===== src/rtl/uart_pkg.sv =====
// Shared UART definitions used by the TX serializer and the matching receiver.
package uart_pkg;

  localparam int unsigned DEFAULT_CLOCKS_PER_PULSE = 50_000_000 / 19200;
  localparam int unsigned DEFAULT_BITS_PER_WORD    = 8;
  localparam int unsigned DEFAULT_PACKET_SIZE_TX   = 13;

  typedef enum logic {
    IDLE = 1'b0,
    SEND = 1'b1
  } tx_state_t;

  // Even parity: the extra bit makes the total count of ones even.
  function automatic logic even_parity(input logic [31:0] word);
    return ^word;
  endfunction

endpackage


===== src/rtl/uart_baud_tick.sv =====
// Bit-period timer: tick is high on the last cycle of each CLOCKS_PER_PULSE period.
module uart_baud_tick
  import uart_pkg::*;
#(
  parameter int unsigned CLOCKS_PER_PULSE = DEFAULT_CLOCKS_PER_PULSE
) (
  input  logic clk,
  input  logic rst,
  input  logic clear,
  output logic tick
);

  localparam int unsigned CNT_W = $clog2(CLOCKS_PER_PULSE);
  localparam logic [CNT_W-1:0] LAST = CNT_W'(CLOCKS_PER_PULSE - 1);

  logic [CNT_W-1:0] cnt_q;
  logic [CNT_W-1:0] cnt_nxt;

  always_comb begin
    cnt_nxt = cnt_q + CNT_W'(1);
    if (clear || (cnt_q == LAST)) begin
      cnt_nxt = '0;
    end
  end

  // tick is registered from the look-ahead count so it lines up with cnt_q == LAST
  always_ff @(posedge clk or posedge rst) begin
    if (rst) begin
      cnt_q <= '0;
      tick  <= 1'b0;
    end else begin
      cnt_q <= cnt_nxt;
      tick  <= (cnt_nxt == LAST);
    end
  end

endmodule


===== src/rtl/uart_tx_serializer.sv =====
// Splits a W_OUT-bit bus into BITS_PER_WORD words and sends each as a UART packet.
// Optional even parity bit after the data when UART_TX_PARITY_EN is defined.
module uart_tx_serializer
  import uart_pkg::*;
#(
  parameter int unsigned CLOCKS_PER_PULSE = DEFAULT_CLOCKS_PER_PULSE,
  parameter int unsigned BITS_PER_WORD    = DEFAULT_BITS_PER_WORD,
  parameter int unsigned PACKET_SIZE_TX   = DEFAULT_PACKET_SIZE_TX,
  parameter int unsigned W_OUT            = 16
) (
  input  logic             clk,
  input  logic             rst,
  input  logic             s_valid,
  output logic             s_ready,
  input  logic [W_OUT-1:0] s_data,
  output logic             tx
);

  localparam int unsigned N_WORDS = W_OUT / BITS_PER_WORD;
  localparam int unsigned BIT_W   = $clog2(PACKET_SIZE_TX);
  localparam int unsigned WORD_W  = (N_WORDS > 1) ? $clog2(N_WORDS) : 1;
  localparam int unsigned IDX_W   = (W_OUT > 1) ? $clog2(W_OUT) : 1;

  localparam logic [BIT_W-1:0]  LAST_BIT  = BIT_W'(PACKET_SIZE_TX - 1);
  localparam logic [BIT_W-1:0]  DATA_LAST = BIT_W'(BITS_PER_WORD);
  localparam logic [WORD_W-1:0] LAST_WORD = WORD_W'(N_WORDS - 1);

  if (W_OUT % BITS_PER_WORD != 0) begin : g_chk_width
    $fatal(1, "W_OUT must be a multiple of BITS_PER_WORD");
  end
  if (PACKET_SIZE_TX < BITS_PER_WORD + 2) begin : g_chk_packet
    $fatal(1, "PACKET_SIZE_TX too small for start, data and stop bits");
  end
`ifdef UART_TX_PARITY_EN
  if (PACKET_SIZE_TX < BITS_PER_WORD + 3) begin : g_chk_parity
    $fatal(1, "PACKET_SIZE_TX too small for start, data, parity and stop bits");
  end
`endif
  if (CLOCKS_PER_PULSE < 2) begin : g_chk_pulse
    $fatal(1, "CLOCKS_PER_PULSE must be at least 2");
  end

  tx_state_t         state_q;
  tx_state_t         state_nxt;
  logic [BIT_W-1:0]  bit_cnt_q;
  logic [BIT_W-1:0]  bit_cnt_nxt;
  logic [WORD_W-1:0] word_cnt_q;
  logic [WORD_W-1:0] word_cnt_nxt;
  logic [W_OUT-1:0]  shreg_q;
  logic [W_OUT-1:0]  shreg_nxt;
  logic              tx_nxt;
  logic              s_ready_nxt;
  logic              baud_clear;
  logic              tick;
  logic              line_bit;
  logic [IDX_W-1:0]  data_idx;

  uart_baud_tick #(
    .CLOCKS_PER_PULSE(CLOCKS_PER_PULSE)
  ) u_baud (
    .clk  (clk),
    .rst  (rst),
    .clear(baud_clear),
    .tick (tick)
  );

  // Line level for the current bit of the current word (word 0 sits in the low bits of shreg_q)
  always_comb begin
    data_idx = IDX_W'(bit_cnt_q - BIT_W'(1));
    line_bit = 1'b1;
    if (bit_cnt_q == '0) begin
      line_bit = 1'b0;
    end else if (bit_cnt_q <= DATA_LAST) begin
      line_bit = shreg_q[data_idx];
`ifdef UART_TX_PARITY_EN
    end else if (bit_cnt_q == DATA_LAST + BIT_W'(1)) begin
      line_bit = even_parity(32'(shreg_q[BITS_PER_WORD-1:0]));
`endif
    end
  end

  always_comb begin
    state_nxt    = state_q;
    bit_cnt_nxt  = bit_cnt_q;
    word_cnt_nxt = word_cnt_q;
    shreg_nxt    = shreg_q;
    tx_nxt       = 1'b1;
    baud_clear   = 1'b1;
    case (state_q)
      IDLE: begin
        if (s_valid && s_ready) begin
          state_nxt    = SEND;
          bit_cnt_nxt  = '0;
          word_cnt_nxt = '0;
          shreg_nxt    = s_data;
        end
      end
      SEND: begin
        baud_clear = 1'b0;
        tx_nxt     = line_bit;
        if (tick) begin
          if (bit_cnt_q == LAST_BIT) begin
            bit_cnt_nxt = '0;
            shreg_nxt   = shreg_q >> BITS_PER_WORD;
            if (word_cnt_q == LAST_WORD) begin
              state_nxt = IDLE;
            end else begin
              word_cnt_nxt = word_cnt_q + WORD_W'(1);
            end
          end else begin
            bit_cnt_nxt = bit_cnt_q + BIT_W'(1);
          end
        end
      end
      default: state_nxt = IDLE;
    endcase
    s_ready_nxt = (state_nxt == IDLE);
  end

  always_ff @(posedge clk or posedge rst) begin
    if (rst) begin
      state_q    <= IDLE;
      bit_cnt_q  <= '0;
      word_cnt_q <= '0;
      shreg_q    <= '0;
      tx         <= 1'b1;
      s_ready    <= 1'b0;
    end else begin
      state_q    <= state_nxt;
      bit_cnt_q  <= bit_cnt_nxt;
      word_cnt_q <= word_cnt_nxt;
      shreg_q    <= shreg_nxt;
      tx         <= tx_nxt;
      s_ready    <= s_ready_nxt;
    end
  end

endmodule


===== config.mk =====
export PLATFORM = sky130hd
export DESIGN_NAME = uart_tx_serializer
export DESIGN_NICKNAME = d
export VERILOG_FILES = /design/src/rtl/uart_pkg.sv /design/src/rtl/uart_baud_tick.sv /design/src/rtl/uart_tx_serializer.sv
export SDC_FILE = /design/constraint.sdc
export NUM_CORES = 1
export LEC_CHECK = 0
export BUFFER_PORTS_ARGS = -buffer_cell sky130_fd_sc_hd__buf_2
export CAP_MARGIN = 10
export CORE_MARGIN = 2
export CORE_UTILIZATION = 52
export CTS_CLUSTER_DIAMETER = 150
export CTS_CLUSTER_SIZE = 40
export DETAILED_ROUTE_END_ITERATION = 8
export PLACE_DENSITY = 0.79
export RECOVER_POWER = 100
export SETUP_SLACK_MARGIN = 0.15
export SLEW_MARGIN = 10
export SYNTH_ARGS = -nofsm -noshare
export SYNTH_HDL_FRONTEND = slang
export SYNTH_SLANG_ARGS = --single-unit

===== constraint.sdc =====
create_clock -name clk -period 1.6 [get_ports clk]
set_input_delay 0.16 -clock clk [delete_from_list [all_inputs] [get_ports clk]]
set_output_delay 0.16 -clock clk [all_outputs]
set_load 0.005 [all_outputs]

=== After elaboration in Yosys (flattened, before gate mapping) ===
Cells that the tools add are included.

* Output and inout bits: 2
* Word-level logic and storage cells: 52
* Bits in registers: 37

* Muxes and demuxes: 25
* Bitwise operators: 2
* Add/sub/neg operators: 4
* Reduce and logical (&&, ||, !) cells: 5
* Equal/unequal tests: 6
* Order comparisons: 2

{| class="wikitable"
|+ Operator list
! operator !! count
|-
| 16-bit 2-to-1 mux || 3
|-
| 16-bit case mux with 2 select lines || 1
|-
| 12-bit equality test (second input constant) || 2
|-
| 1-bit 2-to-1 mux || 13
|-
| 12-bit by 1-bit adder with 12-bit output (second input constant) || 1
|-
| 12-bit 2-to-1 mux || 1
|-
| 4-bit 2-to-1 mux || 3
|-
| 4-bit case mux with 2 select lines || 1
|-
| 4-bit by 5-bit < comparator with 1-bit output (second input constant) || 1
|-
| 4-bit by 1-bit adder with 4-bit output (second input constant) || 1
|-
| 1-bit binary-select mux with 4-bit select || 1
|-
| 4-bit equality test (second input constant) || 1
|-
| 4-bit less-or-equal comparator (second input constant) || 1
|-
| 4-bit logical NOT || 1
|-
| 2-bit by 1-bit != test with 1-bit output (second input constant) || 2
|-
| 1-bit case mux with 2 select lines || 2
|-
| 4-bit by 1-bit subtractor with 4-bit output (second input constant) || 1
|-
| 3-bit AND reduction || 1
|-
| 2-bit != test (second input constant) || 1
|-
| 1-bit inverter || 2
|-
| 2-bit AND reduction || 1
|-
| 1-bit adder (second input constant) || 1
|-
| 1-bit logical AND || 1
|-
| 1-bit logical OR || 1
|}

=== Depth between registers and ports, before layout ===
Gate-level depths: netlist (run 1).

* Depth in word-level cells: 6
* Gate-level depth with buffers: 8
* Depth with buffers taken out: 6

=== By module ===
From an unflattened synthesis (run 1), not the netlist that was laid out.

* Cell total of the unflattened synthesis: 209
* Area, all modules: 2070.7 um^2

{| class="wikitable"
|+ Modules (own cells, without submodules)
! module !! area an instance (um^2) !! sequential area each (um^2) !! cells each !! instances
|-
| uart_tx_serializer || 1308.8 || 601.8 || 133 || 1
|-
| uart_baud_tick || 762.0 || 325.3 || 76 || 1
|}

=== Worst setup path before layout (run 1) ===
Ideal clock, no wire load.

* Path kind: register to register
* Start: register bit_cnt_q[0]
* End: register shreg_q[4]
* Period minus slack after synthesis: 1741 ps
* Setup slack: -141 ps
* Setup time: 126 ps
* Arrival: 1615 ps
* Cell stages (with the launch flop): 9
* Cell sequence: dfrtp_1 -> buf_2 -> inv_1 -> ha_1 -> and3_1 -> a31o_2 -> buf_2 -> nor2_1 -> a21oi_1

* Cells in the longest elaborated chain, start to end: 3

{| class="wikitable"
|+ RTL lines
! element !! RTL line !! source
|-
| start, declared || uart_tx_serializer.sv:45 || <nowiki>logic [BIT_W-1:0] bit_cnt_q;</nowiki>
|-
| start signal, assigned || uart_tx_serializer.sv:130 || <nowiki>bit_cnt_q <= bit_cnt_nxt;</nowiki>
|-
| 4-bit equality test || uart_tx_serializer.sv:102 || <nowiki>if (bit_cnt_q == LAST_BIT) begin</nowiki>
|-
| 2-bit by 1-bit != test with 1-bit output (no source line) || - ||
|-
| 3-bit AND reduction (no source line) || - ||
|-
| end signal, assigned || uart_tx_serializer.sv:132 || <nowiki>shreg_q <= shreg_nxt;</nowiki>
|-
| end, declared || uart_tx_serializer.sv:49 || <nowiki>logic [W_OUT-1:0] shreg_q;</nowiki>
|}

No other way between the ends.
A chain may end at the register's enable or synchronous reset.

=== Worst setup path after layout (run 1) ===
* Start: register u_baud.cnt_q[4]
* End: register u_baud.cnt_q[7]

* Cells in the longest elaborated chain, start to end: 3

{| class="wikitable"
|+ RTL lines
! element !! RTL line !! source
|-
| start, declared || uart_baud_tick.sv:16 || <nowiki>logic [CNT_W-1:0] cnt_q;</nowiki>
|-
| start signal, assigned || uart_baud_tick.sv:32 || <nowiki>cnt_q <= cnt_nxt;</nowiki>
|-
| branches (longest 2 deep; another with 12-bit by 1-bit adder with 12-bit output) || - ||
|-
| 12-bit 2-to-1 mux * || uart_baud_tick.sv:21 || <nowiki>if (clear || (cnt_q == LAST)) begin</nowiki>
|-
| via u_baud.cnt_nxt[7] || uart_baud_tick.sv:17 || <nowiki>logic [CNT_W-1:0] cnt_nxt;</nowiki>
|}

Mark *: on every way through the listed nets, which the timed path passes.

==> results.cfg, run 1 <==
[status]
status = finished, final reports clean

[power_and_ir_drop]
leakage_nw = 1.181
p_seq_share_pct = 37.6
switchingPower_mw = 1.162
sw_frac_of_total_pct = 30.60
ir_drop_mv = 0.9674
p_per_area_nw_per_um2 = 1495
internal_power_mw = 2.636
p_comb_share_pct = 37.4
power.share.clock_pct = 25.0

[worst_hold_path]
min_path_type = input pin to register

[timing]
worst_slew_pin_slew_ps = 905.7
min_period_ps = 1503
skew_ps = 6.524
fin_setup_tns_ps = 0
maxSlewViolCount = 0
setup_violations = 0
hold_viol_final = 0
rsz0062_at_grt = yes
max_freq_mhz = 665.2
finalCritPeriodShare_pct = 93.95
max_slew_margin_pct = 39.62

[grt]
antenna_found_initial = 0
gr-total-overflow = 0
grt_max_degree = 38
grt_pass1_wl_um = 7596
track_usage_pct = 22.94
grt_pass1_vias = 1635

[placed_design]
hpwl_um = 2985
placed_cells = 270
io_buffers = 20
gp_congestion = 0.8202

[clock_network]
cts_root_buffer = clkbuf_8
clock-sinks = 37
cts_tree = yes
clkLatencyLatePin_ps = 290
cts_buffer_depth = 2
path_clk_slew_ps = 80
cts_made_buffers = 5
h-tree-depth = 2

[final_layout]
instances_no_fill = 286
num-fill-cells = 282
area_growth_syn_to_layout_pct = 25.70
drive_above_1_share_pct = 31.93
fin_nets = 259
n_antenna_cell = 0

[routing]
via_per_inst = 5.710
drtAntennaViolNets = 0
wl_per_cell_um = 15.22
drtIter0Drc = 90
routed_wl_um = 4353
drtPass1Iterations = 4
route.detailed.drc = 0
vias = 1633

[floorplan]
dieArea_um2 = 4400
std_cell_rows = 22
coreArea_um2 = 3689
start_util_pct = 54.78
die_height_um = 66.34
ios = 21
dieWidth_um = 66.34

[synth]
synth_seq_cells = 37
syn_avg_cell_area_um2 = 10.15
synth_cell_type_count = 43
postSynthCellCount = 199
synth_warnings = 0
synth.yosys.seq_area_share_pct = 45.88
synth_fp_nets = 221
syn_area_um2 = 2021

[setup_path]
start_kind = register
crit_path_end_kind = register
cp.required_ps = 1770
criticalPathCategory = register to register
worstPathArrival_ps = 1680
crit_path_max_fanout = 9

[job]
drv_cap = 0
[synthesized netlist by cell type, drive strengths merged]
cell type / number / area (um^2)
o21ai: 10 / 50.05
ha: 3 / 37.54
nand2b: 2 / 12.51
nor3: 6 / 35.03
mux4: 3 / 67.56
nor3b: 10 / 75.07
or3: 3 / 18.77
o41ai: 2 / 36.29
a31o: 1 / 8.760
xnor2: 5 / 43.79
o21a: 1 / 7.510
a21oi: 13 / 65.06
a22oi: 1 / 7.510
buf: 5 / 25.02
and3: 3 / 18.77
inv: 6 / 22.52
nand4: 3 / 25.02
nand3b: 1 / 7.510
nor4: 1 / 12.51
nor2b: 2 / 12.51
and3b: 1 / 8.760
xor2: 2 / 17.52
nor2: 25 / 96.35
clkbuf: 5 / 18.77
a211o: 1 / 10.01
and2: 1 / 6.260
dfstp: 1 / 26.28
a21boi: 1 / 7.510
nor4b: 3 / 26.28
a211oi: 1 / 12.51
nand3: 7 / 52.55
a31oi: 1 / 6.260
o311ai: 1 / 16.27
a21o: 8 / 60.06
dfrtp: 36 / 900.9
mux2i: 12 / 120.1
nand2: 12 / 45.04
[registers in the layout (all words and copies together), names as in the netlist]
signal,flops
word_cnt_q,1
state_q,1
bit_cnt_q,4
tx,1
shreg_q,16
s_ready,1
u_baud.cnt_q,12
u_baud.tick,1
[timing repair]
item / in CTS / in global routing
hold buffers: 1 / 0
pin swaps: 5 / 11
resized for setup: 10 / 6
endpoints found under the hold margin: 36 / 0
setup buffers: 4 / 3
endpoints found under the setup margin: 20 / 30
[cell type report]
class	instances	area (um^2)	share of cell area, %
Clock inverter	3	65.06	2.562
Sequential cell	37	932.1	36.70
Inverter	6	25.02	0.9852
Multi-Input combinational cell	146	1109	43.65
Clock buffer	5	68.82	2.709
Timing Repair Buffer	41	280.3	11.03
Tap cell	48	60.06	2.365
[cell usage in the layout (no fill, tap or decap), types with 2 or more instances in the layout]
cell	synthesis	routed
bufinv_16	0	2
nor4b_2	0	2
or3_1	3	2
buf_4	0	15
xor2_1	2	2
nand3_1	5	5
nand2b_1	2	2
nor2_1	24	24
buf_2	5	19
and3_1	3	2
dfrtp_2	0	4
nand3_4	1	2
xnor2_1	5	5
nor3b_1	10	10
nor2b_1	2	2
dfrtp_1	36	32
inv_1	6	4
nor3_1	5	4
clkbuf_8	0	5
a21oi_1	13	13
ha_4	0	2
nand2_1	12	12
o21ai_0	10	10
nand4_1	2	2
buf_6	0	3
nor3_2	1	2
mux2i_1	12	12
mux4_2	3	3
a21o_1	8	8
[through the flow]
stage	utilization, %	total power, mW	setup slack (ps)	hold slack (ps)	area (um^2)
final	68.86	3.798	96.80	169.9	2540
after global routing	68.86	4.029	31.84	174.9	2540
after CTS	68.15	3.664	102.6	163.7	2514
after detailed placement	62.01	2.633	64.66	286.4	2287
after global placement	62.01	2.594	89.11	287.3	2287
after floorplan	-	2.306	122.5	338.9	2087
[cell families (layout without fill, tap and decap cells)]
kind of cell	after synthesis	after routing	synth area share (%)
buffers and inverters	16	55	3.282
adder cells (fa/ha/maj)	3	3	1.858
AND/OR/NAND/NOR	80	80	22.42
AO/OA/AOI/OAI	41	41	14.24
XOR/XNOR	7	7	3.034
flip-flops	37	37	45.88
multiplexers	15	15	9.288
[routing by layer]
metal  track usage (%)  vias to the layer above  part of all wire (%)
li1                  -                      790                     -
met1             32.18                      795                    47
met2             36.00                       38                    48
met3             5.281                       10                   3.9
met4             5.867                        0                   1.3
met5                 0                        -                     0
[worst max-delay path, stage by stage (launching register included)]
cell and delay (ps):
dfrtp_1 450, or3_4 440, o41ai_4 260, buf_6 190, nor2_1 60
[worst paths after layout]
kind / from / slack, ps / to / depth (start not counted)
worst min-delay path: s_data[6] / 170 / shreg_q[6] / 3
min in group asynchronous: rst / 710 / shreg_q[13] / 4
worst min register to register: word_cnt_q / 470 / state_q / 1
worst max-delay path: u_baud.cnt_q[4] / 100 / u_baud.cnt_q[7] / 4
worst max register to register: u_baud.cnt_q[4] / 100 / u_baud.cnt_q[7] / 4
max in group asynchronous: rst / 280 / u_baud.cnt_q[6] / 4
[power groups by stage]
stage               Combinational, mW  Sequential, mW  Clock (mW)
finish                           1.42            1.43       0.948
global route                     1.56            1.47        1.00
CTS                              1.28            1.42       0.963
detailed placement               1.20            1.44           0
global placement                 1.17            1.42           0
floorplan                       0.909            1.40           0
Note: power is estimated with default switching activity, not from simulation.
==> inputs of run 2 (changes only) <==
--- a/config.mk
+++ b/config.mk
@@ -14,7 +14,8 @@
 export DETAILED_ROUTE_END_ITERATION = 8
 export PLACE_DENSITY = 0.79
 export RECOVER_POWER = 100
-export SETUP_SLACK_MARGIN = 0.15
+export SETUP_SLACK_MARGIN = 0.02
+export SKIP_LAST_GASP = 1
 export SLEW_MARGIN = 10
 export SYNTH_ARGS = -nofsm -noshare
 export SYNTH_HDL_FRONTEND = slang
==> results.cfg, run 2 (synthesized netlist as in run 1, its figures left out) <==
[setup_path]
timing.rr.end = u_baud.tick
cp_top_family = simple AND/OR/NAND/NOR gates
r2r_cells = 4
critPathBufInv = 0
r2r_start = u_baud.cnt_q[4]
critPathMaxStageDelay_ps = 440
criticalPathCategory = register to register
crit_path_end_kind = register
start_kind = register
cp.required_ps = 1800
worstPathArrival_ps = 1780
path_cells = or3_4, mux2i_1, nand4_1, nor4_2
cpMaxStageDelayCell = dfrtp_1
crit_path_max_fanout = 4
regToRegSetupSlack_ps = 30

[clock_network]
h-tree-depth = 2
cts_made_buffers = 5
cts_root_buffer = clkbuf_8
path_clk_slew_ps = 70
cts_tree = yes
clock-sinks = 37
clkLatencyLatePin_ps = 290
cts_buffer_depth = 2

[timing]
setup_slack_ps = 27.08
hold_viol_final = 0
min_period_ps = 1573
finalCritPeriodShare_pct = 98.31
max_slew_margin_pct = 40.21
maxSlewViolCount = 0
whs_ps = 172.1
rsz0062_at_grt = yes
worst_slew_pin_slew_ps = 896.9
max_freq_mhz = 635.8
skew_ps = 2.489
setup_violations = 0

[final_layout]
reg_top3 = shreg_q x16, u_baud.cnt_q x12, bit_cnt_q x4
final_cell_mix = dfrtp_1 (36), nor2_1 (24), buf_2 (18)
finish.utilization_pct = 66.72
largest_reg_flops = 16
postLayoutCellArea_um2 = 2461
area_growth_syn_to_layout_pct = 21.80
fin_nets = 256
largest_register = shreg_q
final_common_cell = dfrtp_1
drive_above_1_share_pct = 28.09
n_antenna_cell = 0

[routing]
drtIter0Drc = 83
via_per_inst = 5.689
vias = 1610
wl_per_cell_um = 15.49
routed_wl_um = 4383
drtPass1Iterations = 4
drtAntennaViolNets = 0
route.detailed.drc = 0

[placed_design]
place_ws_ps = 36.78
hpwl_um = 2939
placed_area_um2 = 2273
io_buffers = 20
gp_congestion = 0.7994

[status]
status = finished, final reports clean

[grt]
grt.busiest_layer = met2
gr-total-overflow = 0
grt_use_met2_pct = 35.50
antenna_found_initial = 0
grt.met3_usage_pct = 5.963
grt_max_degree = 38
track_usage_pct = 22.94
grt_pass1_vias = 1564
grt_pass1_wl_um = 7376
grtUsageMet1_pct = 30.56

[worst_hold_path]
min_path_type = input pin to register
worstHoldPathCells = 3
min_to = shreg_q[3]
holdCritStartpoint = s_data[3]

[floorplan]
dieWidth_um = 66.34
start_util_pct = 54.78
std_cell_rows = 22
dieArea_um2 = 4400
coreArea_um2 = 3689
ios = 21
die_height_um = 66.34

[power_and_ir_drop]
p_per_area_nw_per_um2 = 1478
ir_drop_mv = 0.9214
leakage_nw = 1.152
power_mw = 3.638

[job]
drv_cap = 0
[run 2: cell types whose count changed in the layout (fill, tap and decap cells not counted), moves of 2 or more]
cell | before | now
dfrtp_1 | 32 | 36
buf_6 | 3 | 1
inv_1 | 4 | 6
dfrtp_2 | 4 | 0
[run 2: worst min-delay path: stages]
cell and delay (ps):
buf_2 70, mux2i_1 50, a21oi_1 130
[run 2: repair_timing]
item,CTS,global route
resized for setup,1,8
gates cloned,0,0
setup endpoints to repair,2,9
hold endpoints to repair,36,0
hold buffers,1,0
pin swaps,0,1
setup buffers,0,1
[run 2: per-layer routing]
metal,up-vias,routed length [um]
met5,-,0
met4,0,61
met3,6,146
met2,32,2141
met1,791,2034
li1,781,-
[run 2: how the worst max path moves through the flow]
stage	slack (ps)	depth (start not counted)	endpoint	from
after CTS	30	5	u_baud.tick	u_baud.cnt_q[1]
final	30	4	u_baud.tick	u_baud.cnt_q[4]
after floorplan	20	5	u_baud.tick	u_baud.cnt_q[0]
after global routing	-60	4	u_baud.tick	u_baud.cnt_q[4]
after detailed placement	40	6	shreg_q[9]	bit_cnt_q[0]
after global placement	80	6	tx	bit_cnt_q[1]
[run 2: final cells by class]
type / count / area (um^2)
clock buffers: 5 / 68.82
fillers: 297 / 1227
multi-input cells: 146 / 1081
inverters: 6 / 22.52
clock inverters: 3 / 65.06
flip-flops and latches: 37 / 927.1
well taps: 48 / 60.06
repair buffers: 38 / 236.5
[run 2: power by group]
group | internal, mW | leakage [nW] | switching, mW
Sequential | 1.20 | 0.468 | 0.184
Clock | 0.619 | 0.0681 | 0.339
Combinational | 0.675 | 0.615 | 0.617
[run 2: stage by stage]
step | cells | TNS [ps]
global route | 283 | -58.33
global placement | 273 | 0
CTS | 282 | 0
detailed placement | 273 | 0
finish | 283 | 0
floorplan | 199 | 0
==> inputs of run 3 (changes only) <==
--- a/config.mk
+++ b/config.mk
@@ -7,11 +7,12 @@
 export LEC_CHECK = 0
 export BUFFER_PORTS_ARGS = -buffer_cell sky130_fd_sc_hd__buf_2
 export CAP_MARGIN = 10
-export CORE_MARGIN = 2
+export CORE_MARGIN = 8
 export CORE_UTILIZATION = 52
 export CTS_CLUSTER_DIAMETER = 150
 export CTS_CLUSTER_SIZE = 40
 export DETAILED_ROUTE_END_ITERATION = 8
+export MAX_ROUTING_LAYER = met4
 export PLACE_DENSITY = 0.79
 export RECOVER_POWER = 100
 export SETUP_SLACK_MARGIN = 0.02
==> results.cfg, run 3 (synthesized netlist as in run 1, its figures left out) <==
[status]
status = finished, final reports clean

[power_and_ir_drop]
ir_drop_mv = 0.8659
leakage_nw = 1.188
p_per_area_nw_per_um2 = 1334
power_mw = 3.264

[timing]
worst_slew_pin_slew_ps = 887.5
skew_ps = 4.507
rsz0062_at_grt = yes
max_slew_margin_pct = 40.83
maxSlewViolCount = 0
hold_viol_final = 0
max_freq_mhz = 626.1
setup_violations = 0
finalCritPeriodShare_pct = 99.83
min_period_ps = 1597
setup_slack_ps = 2.773

[setup_path]
critPathMaxStageDelay_ps = 410
crit_path_end_kind = register
crit_path_max_fanout = 8
worstPathArrival_ps = 1760
start_kind = register
criticalPathCategory = register to register
critPathBufInv = 0
cp_top_family = compound AO/OA/AOI/OAI gates
path_cells = ha_2, nand3_4, a211o_2, a211oi_2, nor4_2
cp.required_ps = 1760
cpMaxStageDelayCell = dfrtp_2

[placed_design]
io_buffers = 20
placed_cells = 271
place_ws_ps = -27.00
hpwl_um = 2889
gp_congestion = 0.8030

[floorplan]
ios = 21
std_cell_rows = 22
die_height_um = 78.34
start_util_pct = 54.78
dieWidth_um = 78.34
dieArea_um2 = 6136
coreArea_um2 = 3689

[final_layout]
drive_above_1_share_pct = 28.09
largest_register = shreg_q
instances_no_fill = 283
multi_input_area_um2 = 1107
finish.utilization_pct = 66.32
num-fill-cells = 303
reg_top3 = shreg_q x16, u_baud.cnt_q x12, bit_cnt_q x4
largest_reg_flops = 16
final_cell_mix = dfrtp_1 (35), nor2_1 (24), buf_2 (19)
n_antenna_cell = 0
final_common_cell = dfrtp_1
area_growth_syn_to_layout_pct = 21.05
fin_nets = 257
seq_area_um2 = 928.4

[clock_network]
cts_tree = yes
cts_made_buffers = 5
cts_buffer_depth = 2
cts_root_buffer = clkbuf_8
path_clk_slew_ps = 70
h-tree-depth = 2
clock-sinks = 37
clkLatencyLatePin_ps = 280

[routing]
vias = 1617
route.detailed.drc = 0
wl_per_cell_um = 15.24
drtIter0Drc = 77
via_per_inst = 5.714
drtPass1Iterations = 4
drtAntennaViolNets = 0
routed_wl_um = 4312

[grt]
grt_max_degree = 38
gr-total-overflow = 0
grt_pass1_vias = 1646
track_usage_pct = 15.03
antenna_found_initial = 0
grt_pass1_wl_um = 7438

[worst_hold_path]
min_path_type = input pin to register

[job]
drv_cap = 0
==> run 3: what timing repair did <==
| item | in CTS | in global routing |
|---|---|---|
| hold endpoints to repair | 36 | 0 |
| setup buffers | 0 | 4 |
| resized for setup | 1 | 10 |
| hold buffers | 1 | 0 |
| pin swaps | 0 | 2 |
| endpoints found under the setup margin | 1 | 16 |
==> run 3: final timing paths <==
kind / startpoint / endpoint / slack (ps) / cells past startpoint
max: u_baud.cnt_q[0] / u_baud.tick / 3 / 5
min: s_data[0] / shreg_q[0] / 180 / 3
max reg2reg: u_baud.cnt_q[0] / u_baud.tick / 3 / 5
min reg2reg: word_cnt_q / state_q / 470 / 1
max in group asynchronous: rst / u_baud.cnt_q[0] / 310 / 4
min in group asynchronous: rst / u_baud.cnt_q[5] / 680 / 4
==> run 3: where the power goes <==
group	internal, mW	switching, mW	leakage, nW	total, mW
sequential	1.21	0.195	0.467	1.40
clock	0.341	0.298	0.0443	0.639
combinational	0.638	0.586	0.677	1.22
total	2.18	1.08	1.19	3.26
==> run 3: routing by layer <==
metal / wire [um] / up-vias / share of wire (%) / GRT usage (%)
met5: 0 / - / 0 / -
met4: 41 / 0 / 0.95 / 4.630
met2: 1989 / 35 / 46 / 21.46
li1: - / 781 / - / -
met3: 146 / 6 / 3.4 / 3.531
met1: 2134 / 795 / 49 / 20.57
==> run 3: layout make-up <==
class	count	area share, %
tap	48	2.455
multi-input combinational	146	45.27
inverter	6	0.9207
clock buffer	7	3.529
sequential	37	37.95
timing repair buffer	39	9.872
==> run 3: metrics by stage <==
stage	hold WS, ps	area [um^2]	TNS [ps]
floorplan	339.0	2046	0
detailed placement	289.7	2258	-27.00
CTS	172.0	2356	0
finish	175.4	2446	0
global placement	293.5	2258	0
global route	184.6	2446	-102.3
==> run 3: tightest hold or removal path, delay by kind of cell <==
family                 cells  cell delay [ps]
AO/OA/AOI/OAI              1              130
multiplexers               1               50
buffers and inverters      1               70
